### src/rtl/pwm_pkg.sv
// pwm_pkg
// Shared widths, constants and the duty/count type for the PWM peripheral.
// Also holds the compare helper used to turn (count, duty) into a pin level.
package pwm_pkg;

  localparam int PWM_W            = 8;
  localparam int NUM_OUT          = 16;
  localparam int PRESCALE_DEFAULT = 13;

  typedef logic [PWM_W-1:0] pwm_val_t;

  localparam pwm_val_t DUTY_FULL = 8'hFF;
  localparam pwm_val_t COUNT_MAX = 8'hFF;

  // 0xFF is treated as a true 100% so the output never drops for the one
  // count step where count==255.
  function automatic logic pwm_level(input pwm_val_t count, input pwm_val_t duty);
    return (duty == DUTY_FULL) ? 1'b1 : (count < duty);
  endfunction

endpackage

### src/rtl/pwm_timebase.sv
// pwm_timebase
// Prescaler, 8-bit PWM count and duty shadow register shared by all pins.
// Ports:
//   clk, rst_n   - system clock, asynchronous active-low reset
//   count_en     - synchronised run enable; the prescaler holds while low
//   duty_in      - requested duty, sampled only at the 255->0 wrap
//   count        - current PWM count
//   duty_shadow  - duty in force for the current period
//   wrap         - registered one-clk strobe, high in the first count==0 cycle
module pwm_timebase
  import pwm_pkg::*;
#(
  parameter int PRESCALE = PRESCALE_DEFAULT
) (
  input  logic     clk,
  input  logic     rst_n,
  input  logic     count_en,
  input  pwm_val_t duty_in,
  output pwm_val_t count,
  output pwm_val_t duty_shadow,
  output logic     wrap
);

  localparam logic [15:0] PRE_LAST = 16'(PRESCALE - 1);

  logic [15:0] pre_q, pre_d;
  pwm_val_t    count_q, count_d;
  pwm_val_t    duty_shadow_q, duty_shadow_d;
  logic        wrap_q, wrap_d;
  logic        tick;

  always_comb begin
    tick          = 1'b0;
    pre_d         = pre_q;
    count_d       = count_q;
    wrap_d        = 1'b0;
    duty_shadow_d = duty_shadow_q;

    if (count_en) begin
      tick  = (pre_q == PRE_LAST);
      pre_d = tick ? 16'd0 : pre_q + 16'd1;
    end

    if (tick) begin
      count_d = count_q + 8'd1;
      // Capturing duty only on the wrap keeps every period glitch-free.
      if (count_q == COUNT_MAX) begin
        wrap_d        = 1'b1;
        duty_shadow_d = duty_in;
      end
    end
  end

  always_ff @(posedge clk or negedge rst_n) begin
    if (!rst_n) begin
      pre_q         <= 16'd0;
      count_q       <= '0;
      wrap_q        <= 1'b0;
      duty_shadow_q <= '0;
    end else begin
      pre_q         <= pre_d;
      count_q       <= count_d;
      wrap_q        <= wrap_d;
      duty_shadow_q <= duty_shadow_d;
    end
  end

  assign count       = count_q;
  assign duty_shadow = duty_shadow_q;
  assign wrap        = wrap_q;

endmodule

### src/rtl/pwm_peripheral.sv
// pwm_peripheral
// Sixteen registered output pins, each forced low, forced high or driven by
// one shared 8-bit PWM waveform, configured from the SPI register block.
// Ports:
//   clk, rst_n           - system clock, asynchronous active-low reset
//   en_reg_out_7_0/15_8  - per-pin output enable
//   en_reg_pwm_7_0/15_8  - per-pin PWM select (only meaningful when enabled)
//   pwm_duty_cycle       - requested duty in 1/256 steps, 0xFF = always high
//   out                  - registered pin outputs
//   pwm_sync             - one-clk pulse aligned with the first out cycle of
//                          each new PWM period
module pwm_peripheral #(
  parameter int PRESCALE = pwm_pkg::PRESCALE_DEFAULT,
  parameter int NUM_OUT  = pwm_pkg::NUM_OUT
) (
  input  logic               clk,
  input  logic               rst_n,
  input  logic [7:0]         en_reg_out_7_0,
  input  logic [7:0]         en_reg_out_15_8,
  input  logic [7:0]         en_reg_pwm_7_0,
  input  logic [7:0]         en_reg_pwm_15_8,
  input  logic [7:0]         pwm_duty_cycle,
  output logic [NUM_OUT-1:0] out,
  output logic               pwm_sync
);

  import pwm_pkg::*;

  logic [1:0]         rst_sync_q, rst_sync_d;
  logic [NUM_OUT-1:0] out_q, out_d;
  logic               pwm_sync_q, pwm_sync_d;
  logic [NUM_OUT-1:0] en_out, en_pwm;
  pwm_val_t           count, duty_shadow;
  logic               wrap;
  logic               pwm;

  // Assert is asynchronous; release ripples through two flops so the
  // timebase never leaves reset on a metastable edge.
  always_comb begin
    rst_sync_d = {rst_sync_q[0], 1'b1};
  end

  always_ff @(posedge clk or negedge rst_n) begin
    if (!rst_n) begin
      rst_sync_q <= 2'b00;
    end else begin
      rst_sync_q <= rst_sync_d;
    end
  end

  pwm_timebase #(
    .PRESCALE(PRESCALE)
  ) u_timebase (
    .clk        (clk),
    .rst_n      (rst_n),
    .count_en   (rst_sync_q[1]),
    .duty_in    (pwm_duty_cycle),
    .count      (count),
    .duty_shadow(duty_shadow),
    .wrap       (wrap)
  );

  assign en_out = {en_reg_out_15_8, en_reg_out_7_0};
  assign en_pwm = {en_reg_pwm_15_8, en_reg_pwm_7_0};
  assign pwm    = pwm_level(count, duty_shadow);

  // wrap is already one clk behind the count, so registering it here lines
  // it up with the out cycle that shows count==0.
  always_comb begin
    out_d      = '0;
    pwm_sync_d = wrap;
    for (int i = 0; i < NUM_OUT; i++) begin
      out_d[i] = en_out[i] & (~en_pwm[i] | pwm);
    end
  end

  always_ff @(posedge clk or negedge rst_n) begin
    if (!rst_n) begin
      out_q      <= '0;
      pwm_sync_q <= 1'b0;
    end else begin
      out_q      <= out_d;
      pwm_sync_q <= pwm_sync_d;
    end
  end

  assign out      = out_q;
  assign pwm_sync = pwm_sync_q;

endmodule

### config.mk
export PLATFORM = sky130hd
export DESIGN_NAME = pwm_peripheral
export DESIGN_NICKNAME = d
export VERILOG_FILES = /design/src/rtl/pwm_pkg.sv /design/src/rtl/pwm_timebase.sv /design/src/rtl/pwm_peripheral.sv
export SDC_FILE = /design/constraint.sdc
export NUM_CORES = 1
export LEC_CHECK = 0
export BUFFER_PORTS_ARGS = -buffer_cell sky130_fd_sc_hd__buf_2
export CORE_ASPECT_RATIO = 1.1
export CORE_MARGIN = 2
export CORE_UTILIZATION = 48
export DETAILED_ROUTE_END_ITERATION = 12
export PLACE_DENSITY_LB_ADDON = 0.25
export SLEW_MARGIN = 10
export SYNTH_ARGS = -nofsm -noshare
export SYNTH_HDL_FRONTEND = slang
export SYNTH_SLANG_ARGS = --single-unit
### constraint.sdc
create_clock -name clk -period 1.7 [get_ports clk]
set_clock_uncertainty 0.15 [all_clocks]
set_input_delay 0.085 -clock clk [delete_from_list [all_inputs] [get_ports clk]]
set_output_delay 0.085 -clock clk [all_outputs]
set_load 0.02 [all_outputs]
==> results.json, run 1 <==
{
  "root_buffer": "clkbuf_8",
  "drt_iter0_markers": 74,
  "clockBufferDepth": 2,
  "cp_slowest_cell": "a2111oi_4",
  "cts.clk_slew.worst_paths_ps": 100,
  "setup_slack_ps": -208,
  "synth_edf_count": 0,
  "relSlewSlack_pct": 65.2,
  "pin_count": 59,
  "htreeDepth": 2,
  "placed_area_mm2": 0.00314,
  "num_antenna_cells": 0,
  "peakVddDrop_mv": 0.655,
  "synth_cells": 193,
  "p_int_w": 0.00251,
  "finalCriticalPeriod_ps": 1910,
  "grt_pass1_vias": 2195,
  "drv_slew": 0,
  "reg2reg_to": "out[1]",
  "dp_hpwl_um": 3850,
  "cts.sinks": 52,
  "yosysUniqueCellTypes": 42,
  "timing.final.crit_share_pct": 112,
  "core_mm2": 0.00493,
  "crit_path_start_kind": "flip-flop",
  "setup_viol": 35,
  "leakagePower_nw": 1.95,
  "max_cap_violations": 0,
  "crit_chain": "inv_2 > ha_4 > a2111oi_4 > o32ai_4 > buf_6 > a21boi_2",
  "port_buffers": 58,
  "final_common_cell": "buf_2",
  "die-area_mm2": 0.00559,
  "min_path_type": "in2async",
  "async_reset_ff_share_pct": 100,
  "p_seq_share_pct": 38.5,
  "clockPowerShare_pct": 19.5,
  "status": "complete, but fails checks",
  "layout_common_cells": "58 x buf_2, 52 x dfrtp_1, 41 x dlygate4sd3_1, 41 x buf_4, 16 x a21boi_2",
  "synth_warnings": 0,
  "syn_nets": 245,
  "grt.overflow.total": 0,
  "routedWlPerCell_um": 19.0,
  "violations": "negative setup slack",
  "drt-pass1-iter-count": 4,
  "worstPathRequired_ps": 1800,
  "rr_worst_depth": 6,
  "tritoncts": "done",
  "endpoint_kind": "flip-flop",
  "grt_pass1_wl_um": 10200,
  "tightest_slew_ps": 520,
  "regToRegSetupSlack_ps": -210,
  "cts_buffers": 5,
  "drc_errors": 0,
  "p_comb_share_pct": 42.0,
  "vias": 2111,
  "place_ws_ps": -190,
  "nets": 397,
  "fin_tns_setup_ps": -4880,
  "synth_top_flop_cell": "dfrtp_1",
  "grt_usage_pct": 23.9,
  "num_rows": 27,
  "die_y_um": 78.2,
  "routed_via_density": 5.23,
  "slowest_delay_ps": 440,
  "ant_nets": 0,
  "path_class": "reg2reg",
  "rsz0062_at_grt": "yes",
  "swShare_pct": 34.6,
  "seq_area_frac_synth_pct": 54.1,
  "reg2reg_from": "u_timebase.duty_shadow[1]",
  "worstPathMaxFanout": 8,
  "synth_area_per_cell_um2": 12.5,
  "netlist_area_mm2": 0.00240,
  "die_x_um": 71.5,
  "grt_max_degree": 34,
  "hold_viol_final": 0,
  "worstPathArrival_ps": 2010,
  "antenna_found_initial": 0,
  "switching_power_w": 0.00133,
  "start_util_pct": 48.7,
  "max_freq_ghz": 0.524,
  "fill_cells": 269,
  "synth_seq_cells": 52,
  "area_growth_pct": 65.5,
  "routed_wl_um": 7660,
  "powerDensity_mw_per_mm2": 965,
  "drive_above_1_share_pct": 52.6,
  "postLayoutCellArea_mm2": 0.00398,
  "clkLatencyLatePin_ps": 320,
  "place.gp.congestion": 0.814
}
-- how the worst max path moves through the flow --
stage	start	end	slack [ps]
after floorplan	u_timebase.count[7]	out[0]	-100
after global placement	u_timebase.pre_q[0]	u_timebase.duty_shadow[5]	-140
after detailed placement	u_timebase.pre_q[1]	u_timebase.duty_shadow[2]	-190
after CTS	u_timebase.count[7]	out[13]	-150
after global routing	u_timebase.count[1]	u_timebase.duty_shadow[2]	-260
final	u_timebase.duty_shadow[1]	out[1]	-210
-- logic make-up after synthesis --
logic type      share of synthesized area [%]
compound gates                           10.2
xor+xnor                                 6.56
fa+ha+maj                                5.21
buf+inv                                  2.71
flops                                    54.1
mux                                      5.47
other cells                             0.156
simple gates                             15.6
-- timing repair --
| action | CTS | global route |
|---|---|---|
| setup buffers | 1 | 2 |
| endpoints found under the hold margin | 76 | 0 |
| gates cloned | 0 | 1 |
| gates resized for setup | 27 | 48 |
| hold buffers | 41 | 0 |
| setup endpoints to repair | 39 | 42 |
| pin swaps | 11 | 16 |
-- sequential cells by signal, summed over array words and instances, names as in the netlist --
register and cells:
u_timebase.count 8, u_timebase.duty_shadow 8, u_timebase.pre_q 16, pwm_sync 1
u_timebase.wrap 1, rst_sync_q 2, out 16
-- critical path, delay by kind of cell (launching register included) --
kind | cells | cell delay [ps]
AO/OA/AOI/OAI | 3 | 770
flip-flops | 1 | 400
adder cells (fa/ha/maj) | 1 | 220
buffers and inverters | 2 | 280
-- power groups by stage --
stage	clock network, W	logic, W	registers, W
after CTS	0.000732	0.00137	0.00146
after global placement	0	0.00109	0.00147
after detailed placement	0	0.00112	0.00147
final	0.000750	0.00161	0.00148
after floorplan	0	0.000520	0.00156
after global routing	0.000805	0.00172	0.00149
-- cells in the mapped netlist (2+ instances only) --
cell type,n,area [um2]
buf_6,2,22.5
xnor2_1,14,123
and4_1,2,17.5
a21oi_1,2,10.0
dfrtp_1,52,1300
nand2_1,8,30.0
nand4_1,8,50.1
and3_2,2,15.0
xor2_1,4,35.0
nand3_1,13,65.1
inv_1,10,37.5
o21ai_0,2,10.0
mux2_4,8,120
nor3_1,2,10.0
and3_1,4,25.0
nor2_1,9,33.8
ha_1,10,125
nand3b_1,2,15.0
a21boi_0,16,120
-- through the flow --
step / std cells / utilization (%) / power [W] / hold WS (ps)
detailed placement: 351 / 63.6 / 0.00260 / -74.2
global route: 404 / 80.7 / 0.00402 / 142
finish: 404 / 80.7 / 0.00384 / 90.7
floorplan: 193 / - / 0.00208 / -361
global placement: 351 / 63.6 / 0.00256 / -85.1
CTS: 401 / 75.9 / 0.00356 / 118
-- final cells by class --
| cell class | count | area [um2] | area share (%) |
|---|---|---|---|
| clock inverters | 3 | 21.3 | 0.535 |
| clock buffers | 5 | 68.8 | 1.73 |
| well taps | 58 | 72.6 | 1.82 |
| flip-flops and latches | 52 | 1300 | 32.7 |
| multi-input cells | 128 | 1350 | 34.0 |
| repair buffers | 148 | 1120 | 28.3 |
| inverters | 10 | 37.5 | 0.943 |
-- routing by layer --
metal  global-route usage [%]  part of all wire [%]
met5                        0                     0
met4                     6.04                   4.0
met3                     5.78                   4.3
met2                     45.0                    54
met1                     26.6                    37
Power figures use the tool's default switching activity.
==> run 2, diff against run 1 <==
Settings changed: CORE_UTILIZATION 48 to 50, RECOVER_POWER set to 100.
Clock period 1.7 ns to 2.17 ns, I/O delays scaled along.
==> results.json, run 2 (same netlist as run 1, synthesis figures left out) <==
{
  "fill_cells": 338,
  "crit_path_start_kind": "flip-flop",
  "reg2reg_from": "u_timebase.count[6]",
  "placed_area_mm2": 0.00277,
  "cp_slowest_cell": "dfrtp_1",
  "max_cap_violations": 0,
  "routedWlPerCell_um": 15.6,
  "drc_errors": 0,
  "grt_pass1_vias": 1984,
  "grt.overflow.total": 0,
  "peakVddDrop_mv": 0.448,
  "die_x_um": 70.1,
  "path_buf_inv": 1,
  "hold_viol_final": 0,
  "crit_end": "out[11]",
  "tightest_slew_ps": 983,
  "cp.depth": 6,
  "drt-pass1-iter-count": 4,
  "max_freq_ghz": 0.495,
  "pin_count": 59,
  "start_util_pct": 51.7,
  "nets": 352,
  "core_mm2": 0.00465,
  "routed-wl-met3_um": 229,
  "antenna_found_initial": 0,
  "timing.final.crit_share_pct": 93.1,
  "grt_max_degree": 21,
  "final_common_cell": "dfrtp_1",
  "drt_iter0_markers": 59,
  "layout_common_cells": "52 x dfrtp_1, 41 x dlygate4sd3_1, 40 x buf_2",
  "cp_top_family": "compound AO/OA/AOI/OAI gates",
  "topRoutingLayerUsed": "met4",
  "routed_via_density": 5.20,
  "worstPathArrival_ps": 2040,
  "wl_met1_um": 2220,
  "powerDensity_mw_per_mm2": 771,
  "fin_tns_setup_ps": 0,
  "status": "complete, no violations",
  "port_buffers": 58,
  "relSlewSlack_pct": 34.4,
  "path_class": "reg2reg",
  "die_y_um": 76.7,
  "wl_met2_um": 2960,
  "ant_nets": 0,
  "num_rows": 26,
  "min_path_type": "reg2reg",
  "htreeDepth": 2,
  "clockBufferDepth": 2,
  "num_antenna_cells": 0,
  "cts_setup_buffers": 0,
  "rsz0062_at_grt": "no",
  "area_growth_pct": 36.1,
  "worstPathMaxFanout": 16,
  "rr_worst_depth": 6,
  "tritoncts": "done",
  "vias": 1858,
  "leakagePower_nw": 1.57,
  "finalCoreUtilization_pct": 70.3,
  "routed_wl_um": 5570,
  "clkLatencyLatePin_ps": 300,
  "drv_slew": 0,
  "place.gp.congestion": 0.742,
  "regToRegSetupSlack_ps": 150,
  "cts.sinks": 52,
  "slowest_delay_ps": 440,
  "postLayoutCellArea_mm2": 0.00327,
  "cp-startpoint": "u_timebase.count[6]",
  "reg2reg_to": "out[11]",
  "grt_pass1_wl_um": 9270,
  "worstPathRequired_ps": 2190,
  "setup_viol": 0,
  "drive_above_1_share_pct": 23.9,
  "crit_chain": "ha_1 > and4_1 > o21ai_1 > o32ai_2 > buf_6 > a21boi_0",
  "cts.clk_slew.worst_paths_ps": 100,
  "cts_buffers": 5,
  "root_buffer": "clkbuf_8",
  "endpoint_kind": "flip-flop",
  "die-area_mm2": 0.00538,
  "finalCriticalPeriod_ps": 2020,
  "dp_hpwl_um": 3340,
  "grt_usage_pct": 22.2
}
-- run 2: cell types whose count changed in the layout (fill, tap and decap cells not counted), sizes merged --
cell,before,now
clkbuf,5,26
inv,11,10
bufinv,0,1
buf,107,42
clkinvlp,1,0
-- run 2: final cells by class --
class / count / area, um2 / area share [%]
well taps: 56 / 70.1 / 2.14
clock buffers: 6 / 82.6 / 2.52
clock inverters: 2 / 38.8 / 1.19
repair buffers: 103 / 707 / 21.6
inverters: 10 / 37.5 / 1.15
flip-flops and latches: 52 / 1300 / 39.8
multi-input cells: 128 / 1030 / 31.6
-- run 2: worst register-to-register path, stage by stage, from the launching register on --
cell,delay (ps)
dfrtp_1,440
ha_1,330
and4_1,200
o21ai_1,80
o32ai_2,340
buf_6,210
a21boi_0,140
-- run 2: through the flow --
| stage | hold slack (ps) | setup slack [ps] | std cells | power (W) |
|---|---|---|---|---|
| 3_5_place_dp | -69.9 | 190 | 308 | 0.00177 |
| 6_report | 207 | 149 | 357 | 0.00252 |
| 2_1_floorplan | -337 | 325 | 193 | 0.00161 |
| 5_1_grt | 215 | 9.07 | 357 | 0.00265 |
| 4_1_cts | 133 | 172 | 357 | 0.00253 |
| 3_3_place_gp | -79.9 | 226 | 308 | 0.00175 |
-- run 2: where the power goes --
group	total, W	switching [W]	internal (W)
Combinational	0.000595	0.000292	0.000302
Clock	0.000706	0.000328	0.000378
Sequential	0.00122	0.000148	0.00108
-- run 2: per-layer routing --
metal,global-route usage (%),vias to the layer above
met5,0,-
met4,8.27,0
met3,5.78,14
met2,41.0,54
met1,24.1,897
li1,-,893
-- run 2: worst min path at each step --
stage | start | end | slack (ps) | depth (start not counted)
final | u_timebase.wrap | pwm_sync | 210 | 0
after global routing | u_timebase.wrap | pwm_sync | 220 | 0
after CTS | rst_n | u_timebase.count[5] | 130 | 2
after detailed placement | rst_n | u_timebase.wrap | -70 | 1
after global placement | rst_n | pwm_sync | -80 | 1
after floorplan | rst_n | out[0] | -340 | 0
-- run 2: what timing repair did --
action | in CTS | in global routing
hold endpoints to repair | 41 | 0
hold buffers | 41 | 0
endpoints found under the setup margin | 0 | 2
resized for setup | 0 | 1
==> run 3, diff against run 2 <==
Settings changed: CORE_UTILIZATION 50 to 53.
==> results.json, run 3 (same netlist as run 1, synthesis figures left out) <==
{
  "drc_errors": 0,
  "grt.overflow.total": 0,
  "nets": 352,
  "fill_cells": 265,
  "whs_ps": 204,
  "grt_max_degree": 26,
  "die-area_mm2": 0.00509,
  "p_int_w": 0.00163,
  "port_buffers": 58,
  "htreeDepth": 2,
  "endpoint_kind": "flip-flop",
  "cp_top_family": "simple AND/OR/NAND/NOR gates",
  "final_common_cell": "dfrtp_1",
  "switching_power_w": 0.000740,
  "relSlewSlack_pct": 16.1,
  "ant_nets": 0,
  "cts_setup_buffers": 0,
  "p_seq_share_pct": 51.4,
  "crit_path_start_kind": "flip-flop",
  "tritoncts": "done",
  "clkLatencyLatePin_ps": 300,
  "cp_slowest_cell": "dfrtp_1",
  "swShare_pct": 31.2,
  "clockBufferDepth": 2,
  "cts.sinks": 52,
  "root_buffer": "clkbuf_8",
  "reg2reg_to": "u_timebase.duty_shadow[5]",
  "multiInputGateArea_um2": 996,
  "setup_viol": 0,
  "whs_endpoint": "pwm_sync",
  "dp_hpwl_um": 3350,
  "start_util_pct": 55.7,
  "rsz0062_at_grt": "no",
  "drt_iter0_markers": 119,
  "hold_viol_final": 0,
  "grt_usage_pct": 25.2,
  "tightest_slew_ps": 1260,
  "worstPathMaxFanout": 8,
  "powerDensity_mw_per_mm2": 742,
  "cts_buffers": 5,
  "place.gp.congestion": 0.808,
  "antenna_found_initial": 0,
  "slowest_delay_ps": 450,
  "die_x_um": 68.2,
  "layout_common_cells": "52 x dfrtp_1, 41 x dlygate4sd3_1, 40 x buf_2",
  "clockPowerShare_pct": 23.9,
  "routed_wl_um": 5660,
  "routedWlPerCell_um": 16.0,
  "routed_via_density": 5.30,
  "seq_area_mm2": 0.00130,
  "hp-start": "u_timebase.wrap",
  "crit_chain": "inv_1 > ha_1 > nor4b_2 > and4_1 > buf_4 > nand2_4 > mux2_1",
  "max_cap_violations": 0,
  "peakVddDrop_mv": 0.565,
  "num_rows": 25,
  "max_freq_ghz": 0.494,
  "cts.clk_slew.worst_paths_ps": 90,
  "leakagePower_nw": 1.54,
  "num_antenna_cells": 0,
  "path_buf_inv": 2,
  "drv_slew": 0,
  "grt_pass1_vias": 1997,
  "hold_depth": 0,
  "core_mm2": 0.00432,
  "drt-pass1-iter-count": 4,
  "reg2reg_from": "u_timebase.pre_q[0]",
  "min_path_type": "reg2reg",
  "worstPathArrival_ps": 2060,
  "drive_above_1_share_pct": 21.9,
  "area_growth_pct": 33.1,
  "vias": 1881,
  "grt_pass1_wl_um": 9470,
  "p_comb_share_pct": 24.7,
  "rr_worst_depth": 7,
  "finalCriticalPeriod_ps": 2020,
  "status": "complete, no violations",
  "pin_count": 59,
  "fin_tns_setup_ps": 0,
  "path_class": "reg2reg",
  "regToRegSetupSlack_ps": 150,
  "worstPathRequired_ps": 2200,
  "die_y_um": 74.6,
  "timing.final.crit_share_pct": 93.2
}
[run 3: worst register-to-register path, delay by kind of cell, from the launching register on]
family | cells | cell delay (ps)
adders and majority gates | 1 | 150
buffers and inverters | 2 | 280
DFF | 1 | 450
and+or+nand+nor | 3 | 540
muxes | 1 | 340
[run 3: worst max-delay path by stage]
stage	startpoint	to	slack (ps)	cells past startpoint
3_5_place_dp	u_timebase.pre_q[0]	u_timebase.duty_shadow[4]	180	7
2_1_floorplan	u_timebase.count[6]	out[0]	330	6
3_3_place_gp	u_timebase.pre_q[0]	u_timebase.duty_shadow[4]	250	7
5_1_grt	u_timebase.duty_shadow[6]	out[12]	30	7
4_1_cts	u_timebase.pre_q[0]	u_timebase.duty_shadow[4]	160	7
6_report	u_timebase.pre_q[0]	u_timebase.duty_shadow[5]	150	7
[run 3: power by group through the flow]
stage / sequential (W) / combinational, W / clock [W]
2_1_floorplan: 0.00122 / 0.000387 / 0
3_3_place_gp: 0.00123 / 0.000517 / 0
3_5_place_dp: 0.00123 / 0.000537 / 0
4_1_cts: 0.00122 / 0.000601 / 0.000566
5_1_grt: 0.00124 / 0.000646 / 0.000607
6_report: 0.00122 / 0.000587 / 0.000567
[run 3: final cells by class]
| cell class | count | share of cell area, % |
|---|---|---|
| timing repair buffer | 103 | 22.0 |
| tap | 54 | 2.11 |
| inverter | 10 | 1.17 |
| multi-input combinational | 128 | 31.1 |
| sequential | 52 | 40.7 |
| clock inverter | 2 | 0.313 |
| clock buffer | 6 | 2.58 |
[run 3: routing by layer]
layer	global-route usage (%)	wire length (um)	part of all wire [%]
met2	38.5	2550	45
met1	34.1	2540	45
met5	0	0	0
met4	8.89	98	1.7
met3	8.07	475	8.4
[run 3: through the flow]
step,worst slack (ps),std cells,utilization [%],power (W),instance area (um2)
global placement,253,306,64.0,0.00175,2760
detailed placement,183,306,64.0,0.00177,2760
finish,147,355,74.1,0.00237,3200
floorplan,325,193,-,0.00161,2400
CTS,158,355,75.7,0.00238,3270
global route,25.2,355,74.1,0.00249,3200
[run 3: timing repair]
action                     4_1_cts  5_1_grt
hold buffers                    41        0
hold endpoints to repair        47        0
setup endpoints to repair        0        0
gates resized for setup          0        0
